<file path="src/rtl/async_fifo_wptr_full.sv">
// Write-side pointer and full-flag controller for the async FIFO.
// Tracks the binary write pointer, publishes a registered Gray copy for the
// read-domain synchronizer, and flags full/almost-full against the read
// pointer that has already been synchronized back into this clock domain.
// Optional feature macro: ASYNC_FIFO_ALMOST_FULL_EN compiles in the occupancy
// subtractor and almost_full register. When it is undefined, almost_full is
// tied low and full behaves the same.
module async_fifo_wptr_full #(
    parameter int ADDR_WIDTH = 4,
    parameter int AF_MARGIN  = 2
) (
    input  logic                  clk,
    input  logic                  reset_n,
    input  logic                  wr_en,
    input  logic [ADDR_WIDTH:0]   rd_ptr_gray_sync,
    output logic                  mem_we,
    output logic [ADDR_WIDTH-1:0] wr_addr,
    output logic [ADDR_WIDTH:0]   wr_ptr_gray,
    output logic                  full,
    output logic                  almost_full,
    output logic                  overflow
);

    localparam int PTR_W = ADDR_WIDTH + 1;
    localparam int DEPTH = 2 ** ADDR_WIDTH;

    // Full means the write pointer is exactly one lap ahead of the read
    // pointer. In Gray code that is the read pointer with its top two bits
    // inverted. Building the mask this way also works when ADDR_WIDTH is 1.
    localparam logic [PTR_W-1:0] FULL_FLIP = PTR_W'(3) << (ADDR_WIDTH - 1);

    if (AF_MARGIN < 1 || AF_MARGIN > DEPTH - 1) begin : g_bad_af_margin
        $error("async_fifo_wptr_full: AF_MARGIN must lie in 1..DEPTH-1");
    end

    logic [PTR_W-1:0] wbin;
    logic [PTR_W-1:0] wbin_next;
    logic [PTR_W-1:0] wgray_next;
    logic [PTR_W-1:0] rd_full_pattern;
    logic             wr_accept;
    logic             full_next;

    // A write is dropped while full. mem_we must never qualify a write that
    // the pointer does not also count.
    assign wr_accept = wr_en & ~full;
    assign mem_we    = wr_accept;
    assign wr_addr   = wbin[ADDR_WIDTH-1:0];

    // The pointer wraps naturally modulo 2**PTR_W. The MSB toggles once per lap.
    assign wbin_next       = wbin + PTR_W'(wr_accept);
    assign wgray_next      = wbin_next ^ (wbin_next >> 1);
    assign rd_full_pattern = rd_ptr_gray_sync ^ FULL_FLIP;
    assign full_next       = (wgray_next == rd_full_pattern);

    // Pointer state. wr_ptr_gray comes straight from a flop so the read
    // domain only ever samples a single-bit change.
    always_ff @(posedge clk or negedge reset_n) begin
        if (!reset_n) begin
            wbin        <= '0;
            wr_ptr_gray <= '0;
        end else begin
            wbin        <= wbin_next;
            wr_ptr_gray <= wgray_next;
        end
    end

    // Full flag. It is evaluated on the next pointer, so it rises on the same
    // edge that accepts the final write. It falls only once a read advance has
    // come through the synchronizer.
    always_ff @(posedge clk or negedge reset_n) begin
        if (!reset_n) begin
            full <= 1'b0;
        end else begin
            full <= full_next;
        end
    end

    // Sticky overflow. A write attempted while full sets it, and only reset
    // clears it.
    always_ff @(posedge clk or negedge reset_n) begin
        if (!reset_n) begin
            overflow <= 1'b0;
        end else if (wr_en && full) begin
            overflow <= 1'b1;
        end
    end

`ifdef ASYNC_FIFO_ALMOST_FULL_EN
    localparam logic [PTR_W-1:0] AF_THRESH = PTR_W'(DEPTH - AF_MARGIN);

    logic [PTR_W-1:0] rbin;
    logic [PTR_W-1:0] occ_next;
    logic             almost_full_next;

    // Gray to binary conversion. Bit i of the result is the XOR of every
    // Gray bit at position i and above.
    always_comb begin
        rbin = '0;
        for (int i = 0; i < PTR_W; i++) begin
            rbin[i] = ^(rd_ptr_gray_sync >> i);
        end
    end

    // Occupancy uses wrapping unsigned arithmetic. It is correct across the lap
    // boundary because occupancy never exceeds DEPTH.
    assign occ_next         = wbin_next - rbin;
    assign almost_full_next = (occ_next >= AF_THRESH);

    // Almost-full flag. It registers on the same edge as full.
    always_ff @(posedge clk or negedge reset_n) begin
        if (!reset_n) begin
            almost_full <= 1'b0;
        end else begin
            almost_full <= almost_full_next;
        end
    end
`else
    assign almost_full = 1'b0;
`endif

endmodule
</file>
<file path="config.mk">
export PLATFORM = sky130hd
export DESIGN_NAME = async_fifo_wptr_full
export DESIGN_NICKNAME = d
export VERILOG_FILES = /design/src/rtl/async_fifo_wptr_full.sv
export SDC_FILE = /design/constraint.sdc
export NUM_CORES = 1
export LEC_CHECK = 0
export BUFFER_PORTS_ARGS = -buffer_cell sky130_fd_sc_hd__buf_2
export CAP_MARGIN = 15
export CORE_AREA = 5 5 42 44
export DETAILED_ROUTE_END_ITERATION = 8
export DIE_AREA = 0 0 47 49
export GPL_ROUTABILITY_DRIVEN = 0
export GPL_TIMING_DRIVEN = 0
export PLACE_DENSITY_LB_ADDON = 0.05
export SLEW_MARGIN = 20
export SYNTH_ARGS = -nofsm -noshare
export SYNTH_HDL_FRONTEND = slang
export SYNTH_SLANG_ARGS = --single-unit
</file>
<file path="constraint.sdc">
create_clock -name clk -period 4.1 [get_ports clk]
set_input_delay 0.205 -clock clk [delete_from_list [all_inputs] [get_ports clk]]
set_output_delay 0.205 -clock clk [all_outputs]
set_load 0.05 [all_outputs]
</file>
; Word-level counts from Yosys, hierarchy flattened
; Cells that the tools add are included.
[classes]
add_sub_neg = 1
mul = 0
n_div = 0
n_lt_le_gt_ge = 0
eq_ne = 1
shift = 0
muxes = 0
bitwise = 4
reduce_logical = 1
[op_table]
columns = operator, n
row1 = adder 5 x 1 -> 5 bit, 1
row2 = equality test 5 bit, 1
row3 = XOR 5 x 4 -> 5 bit, 1
row4 = NOT 2 bit, 1
row5 = bitwise AND 1 bit, 1
row6 = logical AND 1 bit, 1
row7 = NOT 1 bit, 1
[totals]
reg_bits = 12
latch_bits = 0
ramBits = 0
mem_bits_ro = 0
input_bits = 8
out_inout_bits = 13
n_memories = 0

; Logic depth before layout (Yosys ltp)
[depth]
word_depth = 5
depth_mapped = 7

; Least setup slack after synthesis
; No wires, ideal clock.
[synth_timing]
kind = flip-flop to flip-flop
start = reg full
end = reg full
setup_time_ns = 0.101
arrival_time_ns = 2.747
slack_ns = 1.253
stages_incl_launch_ff = 8
cell_sequence = dfrtp_1 -> nor2b_1 -> ha_1 -> ha_1 -> xor2_1 -> xnor2_1 -> mux2i_1 -> nor4_1
[synth_between]
elab_chain_len = 5
[synth_lines]
columns = element, line
row1 = start: declaration, 19  ; output logic full,
row2 = start signal: assignment, 74  ; full <= full_next;
row3 = NOT 1 bit, 45  ; assign wr_accept = wr_en & ~full;
row4 = bitwise AND 1 bit, 45
row5 = via mem_we, 16  ; output logic mem_we,
row6 = adder 5 x 1 -> 5 bit, 50  ; assign wbin_next = wbin + PTR_W'(wr_accept);
row7 = via wbin_next[2], 37  ; logic [PTR_W-1:0] wbin_next;
row8 = XOR 5 x 4 -> 5 bit, 51  ; assign wgray_next = wbin_next ^ (wbin_next >> 1);
row9 = equality test 5 bit, 53  ; assign full_next = (wgray_next == rd_full_pattern);
row10 = via full_next, 41  ; logic full_next;
; The timed path passes the listed nets, and every way through them passes these cells.
; A chain may end at the register's enable or synchronous reset.

; Worst setup path in the final report
[layout_timing]
start = reg full
end = reg full
[layout_between]
elab_chain_len = 5
[layout_lines]
columns = element, line
row1 = NOT 1 bit, 45
row2 = bitwise AND 1 bit, 45
row3 = adder 5 x 1 -> 5 bit, 50
row4 = via wbin_next[2], 37
row5 = XOR 5 x 4 -> 5 bit, 51
row6 = equality test 5 bit, 53
row7 = via full_next, 41
; The timed path passes the listed nets, and every way through them passes these cells.

==> results.json <==
{
  "status": "finished clean",
  "htree_levels": 1,
  "cts_tree": "done",
  "initial_core_util_pct": 37.50,
  "rsz0062_at_grt": "no",
  "fmax_mhz": 465.6,
  "yosysWarningCount": 0,
  "grt_max_degree": 12,
  "clock_latency_ns": 0.26,
  "post_cts_buffers": 0,
  "path_buf_inv": 0,
  "die_area_sq_mm": 0.002303,
  "io_pins": 21,
  "die_w_microns": 47,
  "vias": 353,
  "endpoint_kind": "flip-flop",
  "drt.antenna.violating_nets": 0,
  "placementRows": 14,
  "grt_pass1_wl_mm": 1.462,
  "synth_top_cell_area_share_pct": 52.38,
  "finalCritPeriodShare_pct": 52.38,
  "crit_chain": "nor2b_1 -> ha_1 -> ha_1 -> xor2_1 -> xnor2_1 -> mux2i_1 -> nor4_1",
  "final_util_pct": 48.30,
  "clk_path_buf_depth": 2,
  "syn_inst": 41,
  "syn_avg_cell_area_sq_um": 12.82,
  "cp.arrival_ns": 2.31,
  "nNetsFinal": 76,
  "fillers": 145,
  "cp_top_family": "adder cells",
  "syn2layout_area_growth_pct": 28.81,
  "finalSetupTns_ns": 0,
  "postCtsResizedCells": 0,
  "dp_hpwl_microns": 731.2,
  "synthFlopType": "dfrtp_1",
  "synth-seq-cells": 11,
  "hold_path.class": "input pin to flip-flop",
  "root_buffer": "clkbuf_4",
  "holdBufCountCts": 1,
  "layout_setup_ws_ns": 1.952,
  "track_usage_pct": 8.761,
  "synth_top_cell_by_area": "dfrtp_1",
  "critPathRequiredTime_ns": 4.26,
  "antenna_found_initial": 0,
  "drive_above_1_share_pct": 40.00,
  "drt_iter0_drc": 6,
  "clock-skew-final_ns": 0.0008689,
  "place_ws_ns": 1.970,
  "wl_microns": 934,
  "setup_viol": 0,
  "wl_per_cell_microns": 11.53,
  "synth.distinct_cells": 19,
  "grt_pass1_vias": 339,
  "syn-num-nets": 51,
  "max_cap_violations": 0,
  "synth-edff-count": 0,
  "hold_violations": 0,
  "crit_type": "flip-flop to flip-flop",
  "syn_area_sq_um": 525.5,
  "path_clk_slew_ns": 0.07,
  "drv_slew": 0,
  "ys_top_cells_by_area": "dfrtp_1 52%, xnor2_1 12%, xor2_1 10%",
  "fp.dieH_microns": 49,
  "numCtsBuffers": 3,
  "gr-total-overflow": 0,
  "coreArea_sq_mm": 0.001401,
  "ys_seq_area_share_pct": 52.38,
  "async_reset_ff_share_pct": 100.0,
  "clock-sinks": 11,
  "slowest_stage": "dfrtp_1",
  "port_buffers": 19,
  "path_common_cell": "ha_1",
  "drtPass1Iterations": 4,
  "diodes": 0,
  "worstPathMaxFanout": 5,
  "viasPerCell": 4.358,
  "critical_path.max_stage_delay_ns": 0.38,
  "fin_crit_ns": 2.148,
  "synth_common_cells": "11 x dfrtp_1, 7 x xnor2_1, 6 x xor2_1",
  "drc": 0,
  "start_kind": "flip-flop",
  "yosysMostFrequentCell": "dfrtp_1"
}
## metal layers
metal | track usage, % | up-vias | part of all wire [%]
met5 | 0 | - | 0
met4 | 4.147 | 0 | 0.75
met3 | 2.583 | 2 | 11
met2 | 12.90 | 13 | 46
met1 | 11.39 | 154 | 42
li1 | - | 184 | -
## cells by family (layout without fill, tap and decap cells)
group                    count (synthesis)  in the layout  share of synthesized area, %
flip-flops                              11             11                         52.38
adder cells (fa/ha/maj)                  2              2                         4.761
buffers and inverters                    1             25                         1.429
other                                    1              1                        0.7136
AO/OA/AOI/OAI                            4              4                         6.192
XOR/XNOR                                14             14                         24.76
multiplexers                             1              1                         1.905
AND/OR/NAND/NOR                          7              7                         7.859
## cell usage in the layout (no fill, tap or decap)
| cell type | netlist | layout |
|---|---|---|
| buf_2 | 0 | 19 |
| ha_1 | 2 | 2 |
| and2_1 | 1 | 1 |
| xnor2_1 | 7 | 7 |
| a21boi_0 | 1 | 1 |
| and3_2 | 1 | 1 |
| nor4_1 | 1 | 1 |
| dlygate4sd3_1 | 0 | 1 |
| clkbuf_4 | 0 | 3 |
| a21o_1 | 1 | 1 |
| nor2b_1 | 1 | 1 |
| nand3_1 | 1 | 1 |
| buf_4 | 1 | 1 |
| conb_1 | 1 | 1 |
| a21boi_2 | 1 | 1 |
| dfrtp_1 | 11 | 11 |
| xnor2_2 | 1 | 1 |
| o22ai_1 | 1 | 1 |
| nand4_1 | 1 | 1 |
| mux2i_1 | 1 | 1 |
| nor2_1 | 1 | 1 |
| xor2_1 | 6 | 6 |
| clkbuf_1 | 0 | 1 |
## stage by stage
step	area (sq um)	instances	hold WS [ns]
6_report	676.9	81	0.1568
3_5_place_dp	640.6	76	0.08849
5_1_grt	676.9	81	0.1613
3_3_place_gp	640.6	76	0.08730
4_1_cts	676.9	81	0.1514
2_1_floorplan	525.5	41	-0.09059
## worst paths after layout
path	startpoint	end	slack (ns)	cells past startpoint
max in group asynchronous	reset_n	wr_ptr_gray[1]	3.57	2
worst min register to register	overflow	overflow	0.46	1
worst max-delay path	full	full	1.95	7
min in group asynchronous	reset_n	wbin[4]	0.33	2
worst min-delay path	wr_en	overflow	0.16	2
worst max register to register	full	full	1.95	7
## area by class of cell
class	count	area [sq um]	area share [%]
multi-input combinational	29	242.7	35.86
sequential	11	275.3	40.67
clock buffer	4	26.28	3.882
tap	16	20.02	2.957
buffer	1	7.507	1.109
timing repair buffer	20	105.1	15.53
## registers in the layout (all words and copies together) (netlist names)
signal       cells
full             1
wr_ptr_gray      4
overflow         1
wbin             5
Power is not shown: default switching activity piles up to over one toggle a cycle in this logic, so the estimate is an artifact.
